$ cat src/rtl/uart_rx_buffer_pkg.sv
// Shared definitions for the UART receive buffer: byte width, default depth
// and the capture FSM state encoding.
package uart_rx_buffer_pkg;

    localparam int BYTE_W             = 8;
    localparam int DEFAULT_DEPTH_LOG2 = 4;

    typedef enum logic [1:0] {
        ST_IDLE   = 2'd0,
        ST_ACK    = 2'd1,
        ST_SETTLE = 2'd2
    } cap_state_e;

endpackage

$ cat src/rtl/uart_rx_buffer_byte_fifo.sv
// Synchronous show-ahead FIFO with an explicit occupancy counter. A write
// while full is still accepted when a pop happens in the same cycle.
module uart_rx_buffer_byte_fifo #(
    parameter int WIDTH      = 8,
    parameter int DEPTH_LOG2 = 4
) (
    input  logic                  i_clk,
    input  logic                  i_reset,
    input  logic                  i_wr_en,
    input  logic [WIDTH-1:0]      i_wr_data,
    input  logic                  i_rd_en,
    output logic [WIDTH-1:0]      o_rd_data,
    output logic [DEPTH_LOG2:0]   o_level,
    output logic                  o_full,
    output logic                  o_empty
);

    localparam int                    DEPTH    = 1 << DEPTH_LOG2;
    localparam logic [DEPTH_LOG2:0]   LVL_FULL = (DEPTH_LOG2+1)'(DEPTH);
    localparam logic [DEPTH_LOG2:0]   LVL_ONE  = (DEPTH_LOG2+1)'(1);
    localparam logic [DEPTH_LOG2-1:0] PTR_ONE  = (DEPTH_LOG2)'(1);

    logic [WIDTH-1:0]      r_mem [DEPTH];
    logic [DEPTH_LOG2-1:0] r_wr_ptr;
    logic [DEPTH_LOG2-1:0] r_rd_ptr;
    logic [DEPTH_LOG2:0]   r_level;
    logic                  w_pop;
    logic                  w_push;

    assign o_full    = (r_level == LVL_FULL);
    assign o_empty   = (r_level == '0);
    assign o_level   = r_level;
    assign o_rd_data = r_mem[r_rd_ptr];

    // Pop first so a full FIFO can take a byte in the slot being freed.
    assign w_pop  = i_rd_en & ~o_empty;
    assign w_push = i_wr_en & (~o_full | w_pop);

    always_ff @(posedge i_clk) begin
        if (w_push) begin
            r_mem[r_wr_ptr] <= i_wr_data;
        end
    end

    always_ff @(posedge i_clk) begin
        if (i_reset) begin
            r_wr_ptr <= '0;
            r_rd_ptr <= '0;
            r_level  <= '0;
        end else begin
            if (w_push) begin
                r_wr_ptr <= r_wr_ptr + PTR_ONE;
            end
            if (w_pop) begin
                r_rd_ptr <= r_rd_ptr + PTR_ONE;
            end
            unique case ({w_push, w_pop})
                2'b10:   r_level <= r_level + LVL_ONE;
                2'b01:   r_level <= r_level - LVL_ONE;
                default: r_level <= r_level;
            endcase
        end
    end

endmodule

$ cat src/rtl/uart_rx_buffer.sv
// Receive-side buffer: captures each byte from the UART receiver handshake,
// acknowledges it, and queues it in a FIFO with a sticky overrun flag.
//
// state     | meaning
// ----------+-----------------------------------------------------------
// ST_IDLE   | waiting for data_ready; captures the byte and raises ack
// ST_ACK    | ack is high; receiver sees it at the end of this cycle
// ST_SETTLE | receiver is dropping data_ready; do not resample yet
module uart_rx_buffer
    import uart_rx_buffer_pkg::*;
#(
    parameter int DEPTH_LOG2 = DEFAULT_DEPTH_LOG2
) (
    input  logic                  i_clk,
    input  logic                  i_reset,
    input  logic [BYTE_W-1:0]     i_rx_data,
    input  logic                  i_rx_data_ready,
    output logic                  o_rx_data_acknowledge,
    output logic [BYTE_W-1:0]     o_rd_data,
    output logic                  o_rd_valid,
    input  logic                  i_rd_ready,
    output logic [DEPTH_LOG2:0]   o_level,
    output logic                  o_overrun,
    input  logic                  i_overrun_clear
);

    cap_state_e r_state;
    cap_state_e w_state_next;
    logic       r_ack;
    logic       r_overrun;
    logic       w_wr_en;
    logic       w_full;
    logic       w_empty;
    logic       w_drop;

    always_ff @(posedge i_clk) begin
        if (i_reset) begin
            r_state <= ST_IDLE;
        end else begin
            r_state <= w_state_next;
        end
    end

    always_comb begin
        w_state_next = r_state;
        w_wr_en      = 1'b0;
        unique case (r_state)
            ST_IDLE: begin
                if (i_rx_data_ready) begin
                    w_wr_en      = 1'b1;
                    w_state_next = ST_ACK;
                end
            end
            ST_ACK:    w_state_next = ST_SETTLE;
            ST_SETTLE: w_state_next = ST_IDLE;
            default:   w_state_next = ST_IDLE;
        endcase
    end

    // When full the FIFO is non-empty, so a pop is exactly i_rd_ready.
    assign w_drop = w_wr_en & w_full & ~i_rd_ready;

    always_ff @(posedge i_clk) begin
        if (i_reset) begin
            r_ack     <= 1'b0;
            r_overrun <= 1'b0;
        end else begin
            r_ack <= w_wr_en;
            if (w_drop) begin
                r_overrun <= 1'b1;
            end else if (i_overrun_clear) begin
                r_overrun <= 1'b0;
            end
        end
    end

    uart_rx_buffer_byte_fifo #(
        .WIDTH      (BYTE_W),
        .DEPTH_LOG2 (DEPTH_LOG2)
    ) u_fifo (
        .i_clk     (i_clk),
        .i_reset   (i_reset),
        .i_wr_en   (w_wr_en),
        .i_wr_data (i_rx_data),
        .i_rd_en   (i_rd_ready),
        .o_rd_data (o_rd_data),
        .o_level   (o_level),
        .o_full    (w_full),
        .o_empty   (w_empty)
    );

    assign o_rx_data_acknowledge = r_ack;
    assign o_overrun             = r_overrun;
    assign o_rd_valid            = ~w_empty;

endmodule

$ cat config.mk
export PLATFORM = sky130hd
export DESIGN_NAME = uart_rx_buffer
export DESIGN_NICKNAME = d
export VERILOG_FILES = /design/src/rtl/uart_rx_buffer_pkg.sv /design/src/rtl/uart_rx_buffer_byte_fifo.sv /design/src/rtl/uart_rx_buffer.sv
export SDC_FILE = /design/constraint.sdc
export NUM_CORES = 1
export LEC_CHECK = 0
export CAP_MARGIN = 20
export CORE_ASPECT_RATIO = 2
export CORE_MARGIN = 3
export CORE_UTILIZATION = 59
export DETAILED_ROUTE_END_ITERATION = 16
export HOLD_SLACK_MARGIN = 0.08
export PLACE_DENSITY = 0.81
export SLEW_MARGIN = 20
export SYNTH_ARGS = -nofsm -noshare
export SYNTH_HDL_FRONTEND = slang
export SYNTH_SLANG_ARGS = --single-unit
$ cat constraint.sdc
create_clock -name i_clk -period 4.35 [get_ports i_clk]
set_clock_uncertainty 0.15 [all_clocks]
set_input_delay 1.0875 -clock i_clk [delete_from_list [all_inputs] [get_ports i_clk]]
set_output_delay 1.0875 -clock i_clk [all_outputs]
set_load 0.01 [all_outputs]
==> flow_summary.json <==
{
  "synth_top_family_by_area": "multiplexers",
  "routabilityCongestion": 0.7617,
  "grt_max_degree": 33,
  "arrival_ns": 2.59,
  "syn-num-nets": 323,
  "cts_tree": "built",
  "grt_util_all_layers_pct": 21.76,
  "synthAdderAreaFrac_pct": 1.685,
  "yosys.cell_types.count": 38,
  "area_growth_pct": 16.20,
  "power_density_mw_per_mm2": 559.4,
  "critPathRequiredTime_ns": 3.11,
  "ys_warn_count": 0,
  "cpMostUsedCell": "mux4_2",
  "drv_cap": 0,
  "period_share_pct": 88.10,
  "firstDrtPassIters": 4,
  "row_count": 51,
  "dp_hpwl_mm": 7.061,
  "synth_area_per_cell_sq_um": 19.67,
  "die_x_um": 76.96,
  "peakVddDrop_v": 0.0004913,
  "syn_area_sq_mm": 0.005941,
  "fp.coreArea_sq_mm": 0.009763,
  "hold_buffers": 0,
  "synthCells": 302,
  "grt_pass1_vias": 3096,
  "finalHoldViolCount": 0,
  "vias_per_cell": 5.936,
  "synth_top_area_share_pct": 64.70,
  "wirelength_mm": 11.07,
  "cts_setup_buffers": 0,
  "cpPeakStageDelay_ns": 0.57,
  "n_fill_cell": 608,
  "finalSetupTns_ns": 0,
  "drtAntennaViolNets": 0,
  "path_clk_slew_ns": 0.06,
  "crit_chain": "buf_12, mux4_2, mux4_2, clkdlybuf4s50_1",
  "root_buffer": "clkbuf_16",
  "synth_edf_count": 128,
  "max_freq_mhz": 260.9,
  "finalCriticalPeriod_ns": 3.832,
  "nets": 357,
  "clk_latency_ns": 0.41,
  "synth_area_leaders": "edfxtp_1 65%, mux4_2 15%, dfxtp_1 7.1%",
  "synth_ff_type": "edfxtp_1",
  "yosys.cell_count.top_type": "edfxtp_1",
  "critPathSlowestCell": "mux4_2",
  "cts_max_level": 4,
  "path_max_fanout": 32,
  "ys_seq_area_share_pct": 71.78,
  "drive_above_1_share_pct": 23.21,
  "cts_sinks": 149,
  "drv_slew": 0,
  "cts_inserted_buffers": 17,
  "regToRegSetupSlack_ns": 1.12,
  "yosys_register_bits": 149,
  "drt-initial-drc-count": 239,
  "leakage_uw": 0.002295,
  "critPathKind": "flip-flop to output port",
  "yosys.area_share.simple_pct": 5.202,
  "vias": 2855,
  "grt_overflow_total": 0,
  "antenna_cells": 0,
  "die_h_um": 147.9,
  "setup_viol": 0,
  "dieArea_sq_mm": 0.01138,
  "slew_headroom_pct": 53.16,
  "initial_core_util_pct": 60.85,
  "outcome": "finished, final reports clean",
  "ys_top_cells_by_count": "128 x edfxtp_1, 40 x mux4_2, 21 x dfxtp_1",
  "ctsResizeCount": 0,
  "muxShareOfSynthArea_pct": 16.05,
  "drc": 0,
  "antenna_found_initial": 0,
  "synth-xor-area-share_pct": 1.327,
  "finalCoreUtilization_pct": 70.70,
  "portBuffers": 28,
  "async_reset_ff_share_pct": 0,
  "hold_path.class": "flip-flop to flip-flop",
  "avgRoutedWirePerCell_um": 23.02,
  "synth_compound_area_share_pct": 2.085,
  "grt_pass1_wl_mm": 17.48,
  "startpoint_type": "flip-flop",
  "crit_path_end_kind": "output port",
  "tightestPinTransition_ns": 0.7004,
  "cts_buffer_depth": 2,
  "rsz0062_at_grt": "no",
  "synth_top_area_cell": "edfxtp_1",
  "io_pins": 29
}
cell families after synthesis:
family	Yosys count
DFF	149
adders and majority gates	8
muxes	45
buffers and inverters	20
and+or+nand+nor	53
xor gates and xnor gates	9
AOI/OAI and AO/OA	18
metrics by stage:
step	hold slack (ns)	cell area (sq um)	setup WS, ns	std cells	total power, uW
6_report	0.3253	6903	0.5175	481	3861
4_1_cts	0.3286	6903	0.4609	481	3896
3_5_place_dp	0.3151	6326	0.2265	449	2495
5_1_grt	0.3430	6903	0.4177	481	4004
3_3_place_gp	0.3067	6326	0.3799	449	2469
2_1_floorplan	0.2904	5941	0.9450	302	2257
area by class of cell:
type / count / area [sq um] / area share [%]
Sequential cell: 149 / 4265 / 61.79
Inverter: 4 / 15.01 / 0.2175
Tap cell: 132 / 165.2 / 2.393
Multi-Input combinational cell: 133 / 1565 / 22.68
Timing Repair Buffer: 31 / 315.3 / 4.568
Clock inverter: 13 / 133.9 / 1.939
Clock buffer: 19 / 442.9 / 6.417
path summary, 6_finish.rpt:
kind,from,end,cells past startpoint
max reg2reg,u_fifo.o_level[1],u_fifo.o_level[4],10
min reg2reg,r_state[0],o_rx_data_acknowledge,1
max,flip-flop,o_rd_data[2],4
min,r_state[0],o_rx_data_acknowledge,1
registers in the layout, summed over array words and instances (netlist names), named ones only:
signal / flops
r_state: 2
u_fifo.r_wr_ptr: 4
u_fifo.r_rd_ptr: 4
o_rx_data_acknowledge: 1
o_overrun: 1
u_fifo.r_mem: 128
u_fifo.o_level: 5
cells in the final DEF (no fill, tap or decap), types with 2 or more instances in the layout:
master / count
edfxtp_1: 128
mux4_2: 40
clkdlybuf4s50_1: 28
dfxtp_1: 20
clkbuf_16: 17
and3_1: 16
nor2_1: 16
xor2_1: 8
ha_1: 8
nor2b_1: 6
clkinv_2: 5
inv_1: 4
o211ai_1: 4
a21oi_1: 4
o21ai_0: 4
nor4b_1: 3
mux2i_1: 3
clkinv_4: 3
clkinvlp_4: 3
nor3b_1: 2
mux2_2: 2
bufinv_16: 2
buf_4: 2
power by group:
group | internal [uW] | switching (uW) | total (uW) | leakage [uW]
logic | 434 | 358 | 792 | 0.000690
clock network | 855 | 554 | 1410 | 0.000278
registers | 1610 | 55.0 | 1660 | 0.00133
total | 2890 | 967 | 3860 | 0.00229
metal layers:
metal / share of wire, % / wire length, um / track usage, %
met5: 0 / 0 / 0
met4: 0.61 / 68 / 9.528
met3: 5.3 / 586 / 6.951
met2: 57 / 6304 / 36.19
met1: 37 / 4111 / 26.01
critical path, delay by kind of cell, from the launching register on:
kind                   cells  cell delay, ns
muxes                      2            1.07
buffers and inverters      2            0.76
DFF                        1            0.34
No activity file was read; power rests on OpenSTA's default activity.
